**config.mk**
```make
export PLATFORM = sky130hd
export DESIGN_NAME = hermes_vc_buffer
export DESIGN_NICKNAME = d
export VERILOG_FILES = /design/src/rtl/hermes_vc_pkg.sv /design/src/rtl/hermes_vc_fifo.sv /design/src/rtl/hermes_vc_buffer.sv
export SDC_FILE = /design/constraint.sdc
export NUM_CORES = 1
export LEC_CHECK = 0
export BUFFER_PORTS_ARGS = -buffer_cell sky130_fd_sc_hd__buf_2
export CORE_UTILIZATION = 55
export DETAILED_ROUTE_END_ITERATION = 16
export PLACE_DENSITY = 0.78
export SETUP_SLACK_MARGIN = 0.05
export SLEW_MARGIN = 20
export SYNTH_ARGS = -nofsm -noshare
export SYNTH_HDL_FRONTEND = slang
export SYNTH_HIERARCHICAL = 1
export SYNTH_SLANG_ARGS = --single-unit
```
**constraint.sdc**
```tcl
create_clock -name clk_i -period 4.61 [get_ports clk_i]
set_clock_uncertainty 0.15 [all_clocks]
set_input_delay 0.922 -clock clk_i [delete_from_list [all_inputs] [get_ports clk_i]]
set_output_delay 0.922 -clock clk_i [all_outputs]
set_load 0.05 [all_outputs]
```
**src/rtl/hermes_vc_pkg.sv**
```systemverilog
// rtl/hermes_vc_pkg.sv - shared types and width helpers for the Hermes VC input buffer
//
// Purpose: per-VC send FSM encoding and derived-width helpers used by
// hermes_vc_buffer and hermes_vc_fifo.
// Ports: none (package).

package hermes_vc_pkg;

  // One-hot send FSM; any other encoding is treated as illegal and recovers to SEND_INIT.
  typedef enum logic [2:0] {
    SEND_INIT    = 3'b001,
    SEND_REQ     = 3'b010,
    SEND_PAYLOAD = 3'b100
  } fsm_t;

  // VC tag width, never narrower than one bit so a single-VC build still has a port.
  function automatic int vc_width(input int num_vc);
    return (num_vc <= 1) ? 1 : $clog2(num_vc);
  endfunction

  // Occupancy counter width; one extra bit so a completely full FIFO is representable.
  function automatic int cnt_width(input int depth);
    return $clog2(depth) + 1;
  endfunction

endpackage

```
**src/rtl/hermes_vc_fifo.sv**
```systemverilog
// rtl/hermes_vc_fifo.sv - single-VC circular first-word-fall-through FIFO with occupancy count
//
// Purpose: one virtual-channel flit queue. The head entry is always presented on
// data_o; it is meaningful only while empty_o is 0.
// Ports:
//   clk_i, rst_ni     clock, asynchronous active-low reset (clears pointers/count only)
//   push_i, data_i    write request and entry; ignored while full
//   pop_i             consume the head entry; ignored while empty
//   data_o            head entry (stale storage while empty)
//   count_o           number of stored entries, 0..DEPTH
//   full_o, empty_o   count_o == DEPTH / count_o == 0

module hermes_vc_fifo #(
  parameter  int DEPTH = 8,
  parameter  int WIDTH = 33,
  localparam int PTR_W = $clog2(DEPTH),
  localparam int CNT_W = PTR_W + 1
) (
  input  logic             clk_i,
  input  logic             rst_ni,
  input  logic             push_i,
  input  logic             pop_i,
  input  logic [WIDTH-1:0] data_i,
  output logic [WIDTH-1:0] data_o,
  output logic [CNT_W-1:0] count_o,
  output logic             full_o,
  output logic             empty_o
);

  localparam logic [CNT_W-1:0] DEPTH_CNT = CNT_W'(DEPTH);

  logic [WIDTH-1:0] mem_q [DEPTH];
  logic [PTR_W-1:0] wr_ptr_q, wr_ptr_d;
  logic [PTR_W-1:0] rd_ptr_q, rd_ptr_d;
  logic [CNT_W-1:0] count_q, count_d;
  logic             push_ok, pop_ok;

  assign full_o  = (count_q == DEPTH_CNT);
  assign empty_o = (count_q == '0);
  assign push_ok = push_i & ~full_o;
  assign pop_ok  = pop_i & ~empty_o;
  assign data_o  = mem_q[rd_ptr_q];
  assign count_o = count_q;

  // DEPTH is a power of two, so the pointers wrap naturally at PTR_W bits.
  always_comb begin
    wr_ptr_d = wr_ptr_q;
    rd_ptr_d = rd_ptr_q;
    count_d  = count_q;
    if (push_ok) wr_ptr_d = wr_ptr_q + 1'b1;
    if (pop_ok)  rd_ptr_d = rd_ptr_q + 1'b1;
    case ({push_ok, pop_ok})
      2'b10:   count_d = count_q + 1'b1;
      2'b01:   count_d = count_q - 1'b1;
      default: count_d = count_q;
    endcase
  end

  always_ff @(posedge clk_i or negedge rst_ni) begin
    if (!rst_ni) begin
      wr_ptr_q <= '0;
      rd_ptr_q <= '0;
      count_q  <= '0;
    end else begin
      wr_ptr_q <= wr_ptr_d;
      rd_ptr_q <= rd_ptr_d;
      count_q  <= count_d;
    end
  end

  // Storage carries no reset: contents are don't-care until written.
  always_ff @(posedge clk_i) begin
    if (push_ok) mem_q[wr_ptr_q] <= data_i;
  end

endmodule

```
**src/rtl/hermes_vc_buffer.sv**
```systemverilog
// rtl/hermes_vc_buffer.sv - multi-VC input buffer for one Hermes router input port
//
// Purpose: steers incoming flits by VC tag into NUM_VC independent FWFT FIFOs,
// runs a per-VC request/payload FSM toward switch control and crossbar, and
// reports per-VC occupancy plus sticky overflow / illegal-VC flags.
// Ports:
//   clk_i, rst_ni          clock, asynchronous active-low reset
//   rx_i, vc_i, eop_i,     incoming flit valid, VC tag, end-of-packet, payload
//   data_i
//   credit_o[v]            VC v has room for another flit
//   data_av_o[v]           VC v head flit is valid toward the crossbar (payload phase only)
//   eop_o[v], data_o       VC v head flit EOP bit and payload (slice v*FLIT_SIZE)
//   data_ack_i[v]          VC v head flit consumed (ignored while empty)
//   req_o[v], req_ack_i[v] routing request / grant handshake for VC v
//   sending_o[v]           VC v is in its payload phase
//   occupancy_o            per-VC flit count (slice v*CNT_W)
//   overflow_o[v]          sticky: flit arrived for VC v without credit
//   bad_vc_o               sticky: flit arrived with vc_i >= NUM_VC

module hermes_vc_buffer
  import hermes_vc_pkg::*;
#(
  parameter  int NUM_VC      = 2,
  parameter  int BUFFER_SIZE = 8,
  parameter  int FLIT_SIZE   = 32,
  localparam int VC_W        = vc_width(NUM_VC),
  localparam int CNT_W       = cnt_width(BUFFER_SIZE)
) (
  input  logic                        clk_i,
  input  logic                        rst_ni,
  input  logic                        rx_i,
  input  logic [VC_W-1:0]             vc_i,
  input  logic                        eop_i,
  input  logic [FLIT_SIZE-1:0]        data_i,
  output logic [NUM_VC-1:0]           credit_o,
  output logic [NUM_VC-1:0]           data_av_o,
  output logic [NUM_VC-1:0]           eop_o,
  input  logic [NUM_VC-1:0]           data_ack_i,
  output logic [NUM_VC*FLIT_SIZE-1:0] data_o,
  output logic [NUM_VC-1:0]           req_o,
  input  logic [NUM_VC-1:0]           req_ack_i,
  output logic [NUM_VC-1:0]           sending_o,
  output logic [NUM_VC*CNT_W-1:0]     occupancy_o,
  output logic [NUM_VC-1:0]           overflow_o,
  output logic                        bad_vc_o
);

  // One extra bit on the compare so a tag equal to NUM_VC (e.g. 3 with 3 VCs) is caught.
  localparam logic [VC_W:0] NUM_VC_L = (VC_W+1)'(NUM_VC);

  logic vc_legal;
  logic bad_vc_q, bad_vc_d;

  assign vc_legal = ({1'b0, vc_i} < NUM_VC_L);

  always_comb begin
    bad_vc_d = bad_vc_q | (rx_i & ~vc_legal);
  end

  always_ff @(posedge clk_i or negedge rst_ni) begin
    if (!rst_ni) bad_vc_q <= 1'b0;
    else         bad_vc_q <= bad_vc_d;
  end

  assign bad_vc_o = bad_vc_q;

  for (genvar v = 0; v < NUM_VC; v++) begin : g_vc
    logic               hit;
    logic               push;
    logic               pop;
    logic               full;
    logic               empty;
    logic [FLIT_SIZE:0] head;
    logic [CNT_W-1:0]   count;
    fsm_t               state_q, state_d;
    logic               overflow_q, overflow_d;

    assign hit  = rx_i & vc_legal & (vc_i == VC_W'(v));
    assign push = hit & ~full;
    // Pop follows the ack regardless of FSM phase; an empty FIFO ignores it.
    assign pop  = data_ack_i[v] & ~empty;

    hermes_vc_fifo #(
      .DEPTH (BUFFER_SIZE),
      .WIDTH (FLIT_SIZE + 1)
    ) u_fifo (
      .clk_i   (clk_i),
      .rst_ni  (rst_ni),
      .push_i  (push),
      .pop_i   (pop),
      .data_i  ({eop_i, data_i}),
      .data_o  (head),
      .count_o (count),
      .full_o  (full),
      .empty_o (empty)
    );

    always_comb begin
      state_d    = state_q;
      overflow_d = overflow_q | (hit & full);
      case (state_q)
        SEND_INIT:    if (!empty)         state_d = SEND_REQ;
        SEND_REQ:     if (req_ack_i[v])   state_d = SEND_PAYLOAD;
        // Packet ends only when the EOP head flit is actually consumed.
        SEND_PAYLOAD: if (pop && head[FLIT_SIZE]) state_d = SEND_INIT;
        default:      state_d = SEND_INIT;
      endcase
    end

    always_ff @(posedge clk_i or negedge rst_ni) begin
      if (!rst_ni) begin
        state_q    <= SEND_INIT;
        overflow_q <= 1'b0;
      end else begin
        state_q    <= state_d;
        overflow_q <= overflow_d;
      end
    end

    assign credit_o[v]                           = ~full;
    assign req_o[v]                              = (state_q == SEND_REQ);
    assign sending_o[v]                          = (state_q == SEND_PAYLOAD);
    assign data_av_o[v]                          = (state_q == SEND_PAYLOAD) & ~empty;
    assign eop_o[v]                              = head[FLIT_SIZE];
    assign data_o[v*FLIT_SIZE +: FLIT_SIZE]      = head[FLIT_SIZE-1:0];
    assign occupancy_o[v*CNT_W +: CNT_W]         = count;
    assign overflow_o[v]                         = overflow_q;
  end

endmodule

```
==> metrics <==
Worst Setup End Kind primary output; clock latency on the worst-skew pair 0.58 ns; router iterations before antenna repair 5; first-pass GRT wire length 63100 µm; CTS max path bufs 3; Critical Path Source Type flip-flop; final hold vios 0; Total Wirelength 41500 µm; worst vdd ir 472 µV; GPL Wtd Cong 0.754; share of cells above drive strength 1 0.398; overall power 16.9 mW; Die H 201 µm; IO Port Bufs 124; Die W 201 µm; pre-CTS setup slack 1.09 ns; Worst R2R Start g_vc[1].u_fifo/count_o[0]$_DFFE_PN0P_; area delta synth->final 13.8%; WS Path Type flip-flop to primary output; vias in the first global route 10485; DRC violations left 0; Placed Cells 1571; worst hold slack 0.209 ns; Max-slew headroom 0.378; LEAKAGE 8.26 nW; Worst EP arrival 2.84 ns; final net count 1160; Setup-failing EPs final 0; core area 38900 µm²; drt wl/cell 24.9 µm; row cnt 72; vias per std cell 5.95; CTS Buf Count 52; Reg2Reg Setup Slack 1.00 ns; DRT iter0 DRCs 751; Resize count post-CTS 0; cell depth of the worst flop-to-flop path 9; Ports 126; Synth cell types 45; post-route insts no fill 1668; reg-to-reg endpoint g_vc[1].u_fifo/count_o[3]$_DFFE_PN0P_; status finished clean; register bit total from synthesis 556; Initial Util 0.560; placed cell area 23100 µm²; # Post-CTS Setup Buffers 0; GR Util All Layers 0.211; Sink Count 556; Final Core Density 0.638; Clk pin slew, worst setup/hold paths 0.06 ns; CTS root buf clkbuf_16; Post-Syn Area per Cell 23.1 µm²; RSZ-0062 raised after global routing no; Congestion Overflow GR 0; Hold Path Class input pin to asynchronous set/reset pin; Post-Syn Nets 996; most common cell after layout, fill and taps aside edfxtp_1; post-DP HPWL 23900 µm; Crit Path Max Fanout 30; pins over their slew limit 0; CP Data Required Time 3.54 ns; Synth Cell Area 21800 µm²; most frequent cells in the layout edfxtp_1, mux4_2, buf_2, clkbuf_16, mux2_4; setup ws final 0.699 ns; Tcrit/Tclk final 0.848; routed vias 9927; die area 40400 µm²; Worst Tran Pin Value 0.932 ns; CTS Hold Buffers Added 0; Final min period 3.91 ns; largest net degree at the start of global routing 41; Syn Inst Count 943; H-tree levels 2; post-route cell area 24800 µm²; setup TNS 0 ns; Max Cap Viol 0; initial antenna violation count 1; P per Cell Area 682 nW/µm²; Antenna Nets Post-Route 0; CTS tree done; Seq/Total Area, Yosys 0.759; Peak Freq 0.256 GHz; YS warnings 6; Filler cells 2542
layout make-up:
class / instances / area [µm²] / share of cell area
Sequential cell: 556 / 16600 / 0.668
Multi-Input combinational cell: 327 / 4960 / 0.200
Clock buffer: 65 / 1390 / 0.0561
Timing Repair Buffer: 155 / 903 / 0.0364
Tap cell: 518 / 648 / 0.0261
Clock inverter: 31 / 285 / 0.0115
Inverter: 15 / 56.3 / 0.00227
Antenna cell: 1 / 2.50 / 0.000101
worst max-delay path, stage by stage (launching register included):
cell,delay [ns]
dfrtp_4,0.82
buf_12,0.32
mux4_2,0.55
mux2_4,0.29
buf_2,0.22
synth_stat cells (all sizes together):
cell type  number  area [µm²]
o21bai          1        7.51
nand3b          4        30.0
nand2          16        60.1
a31o            1        8.76
o311ai          2        17.5
o211ai          2        15.0
o21ai           3        15.0
a21oi           6        30.0
nor3            4        20.0
nand3           8        40.0
nand2b          4        25.0
or4b            4        40.0
clkbuf         10        37.5
buf            35         310
mux2           70         961
nor2b           4        25.0
xnor2          10        87.6
nor4            2        12.5
a22o            2        17.5
nor3b          10        95.1
mux4          132        2970
or3b            4        35.0
nor4b           2        17.5
dfstp           2        52.6
nor2           13        48.8
a211oi          2        15.0
edfxtp        528       15900
xor2            2        17.5
o41ai           2        17.5
fa              2        40.0
dfrtp          26         651
inv            15        56.3
and3            1        6.26
a2111o          2        22.5
conb            1        3.75
mux2i           1        10.0
ha             10         125
cell families after synthesis:
family / after synthesis / synth area share
simple gates: 76 / 0.0209
mux: 203 / 0.181
fa+ha+maj: 12 / 0.00758
xor+xnor: 12 / 0.00482
compound gates: 23 / 0.00763
other cells: 1 / 0.000172
buf+inv: 60 / 0.0185
flops: 556 / 0.759
worst max-delay path by stage:
stage,start,to,cells after the start
after floorplan,g_vc[1].u_fifo/count_o[0]$_DFFE_PN0P_,g_vc[1].u_fifo/mem_q[1][0]$_DFFE_PP_,5
after global placement,g_vc[1].u_fifo/count_o[0]$_DFFE_PN0P_,g_vc[1].u_fifo/count_o[3]$_DFFE_PN0P_,9
after detailed placement,g_vc[1].u_fifo/count_o[0]$_DFFE_PN0P_,g_vc[1].u_fifo/count_o[3]$_DFFE_PN0P_,9
after CTS,g_vc[1].u_fifo/rd_ptr_q[0]$_DFFE_PN0P_,data_o[54],4
after global routing,g_vc[1].u_fifo/rd_ptr_q[0]$_DFFE_PN0P_,data_o[54],4
final,g_vc[1].u_fifo/rd_ptr_q[0]$_DFFE_PN0P_,data_o[54],4
state kept, by name, indices dropped and copies added (netlist names):
name	count
g_vc.overflow_q	2
g_vc.state_q	6
g_vc.u_fifo/count_o	8
g_vc.u_fifo/wr_ptr_q	6
g_vc.u_fifo/rd_ptr_q	6
g_vc.u_fifo/mem_q	528
where the power goes:
group	switching, mW	internal (mW)	leakage (nW)
clock	1.77	2.42	0.810
sequential	0.592	6.05	5.10
combinational	3.67	2.43	2.36
total	6.03	10.9	8.26
metal layers:
layer,vias to the layer above,wire length (µm),track usage
met2,307,21200,0.352
met1,5280,16600,0.281
li1,4265,-,-
met5,-,0,0
met3,75,2790,0.0426
met4,0,876,0.0665
No activity file was read; power rests on OpenSTA's default activity.
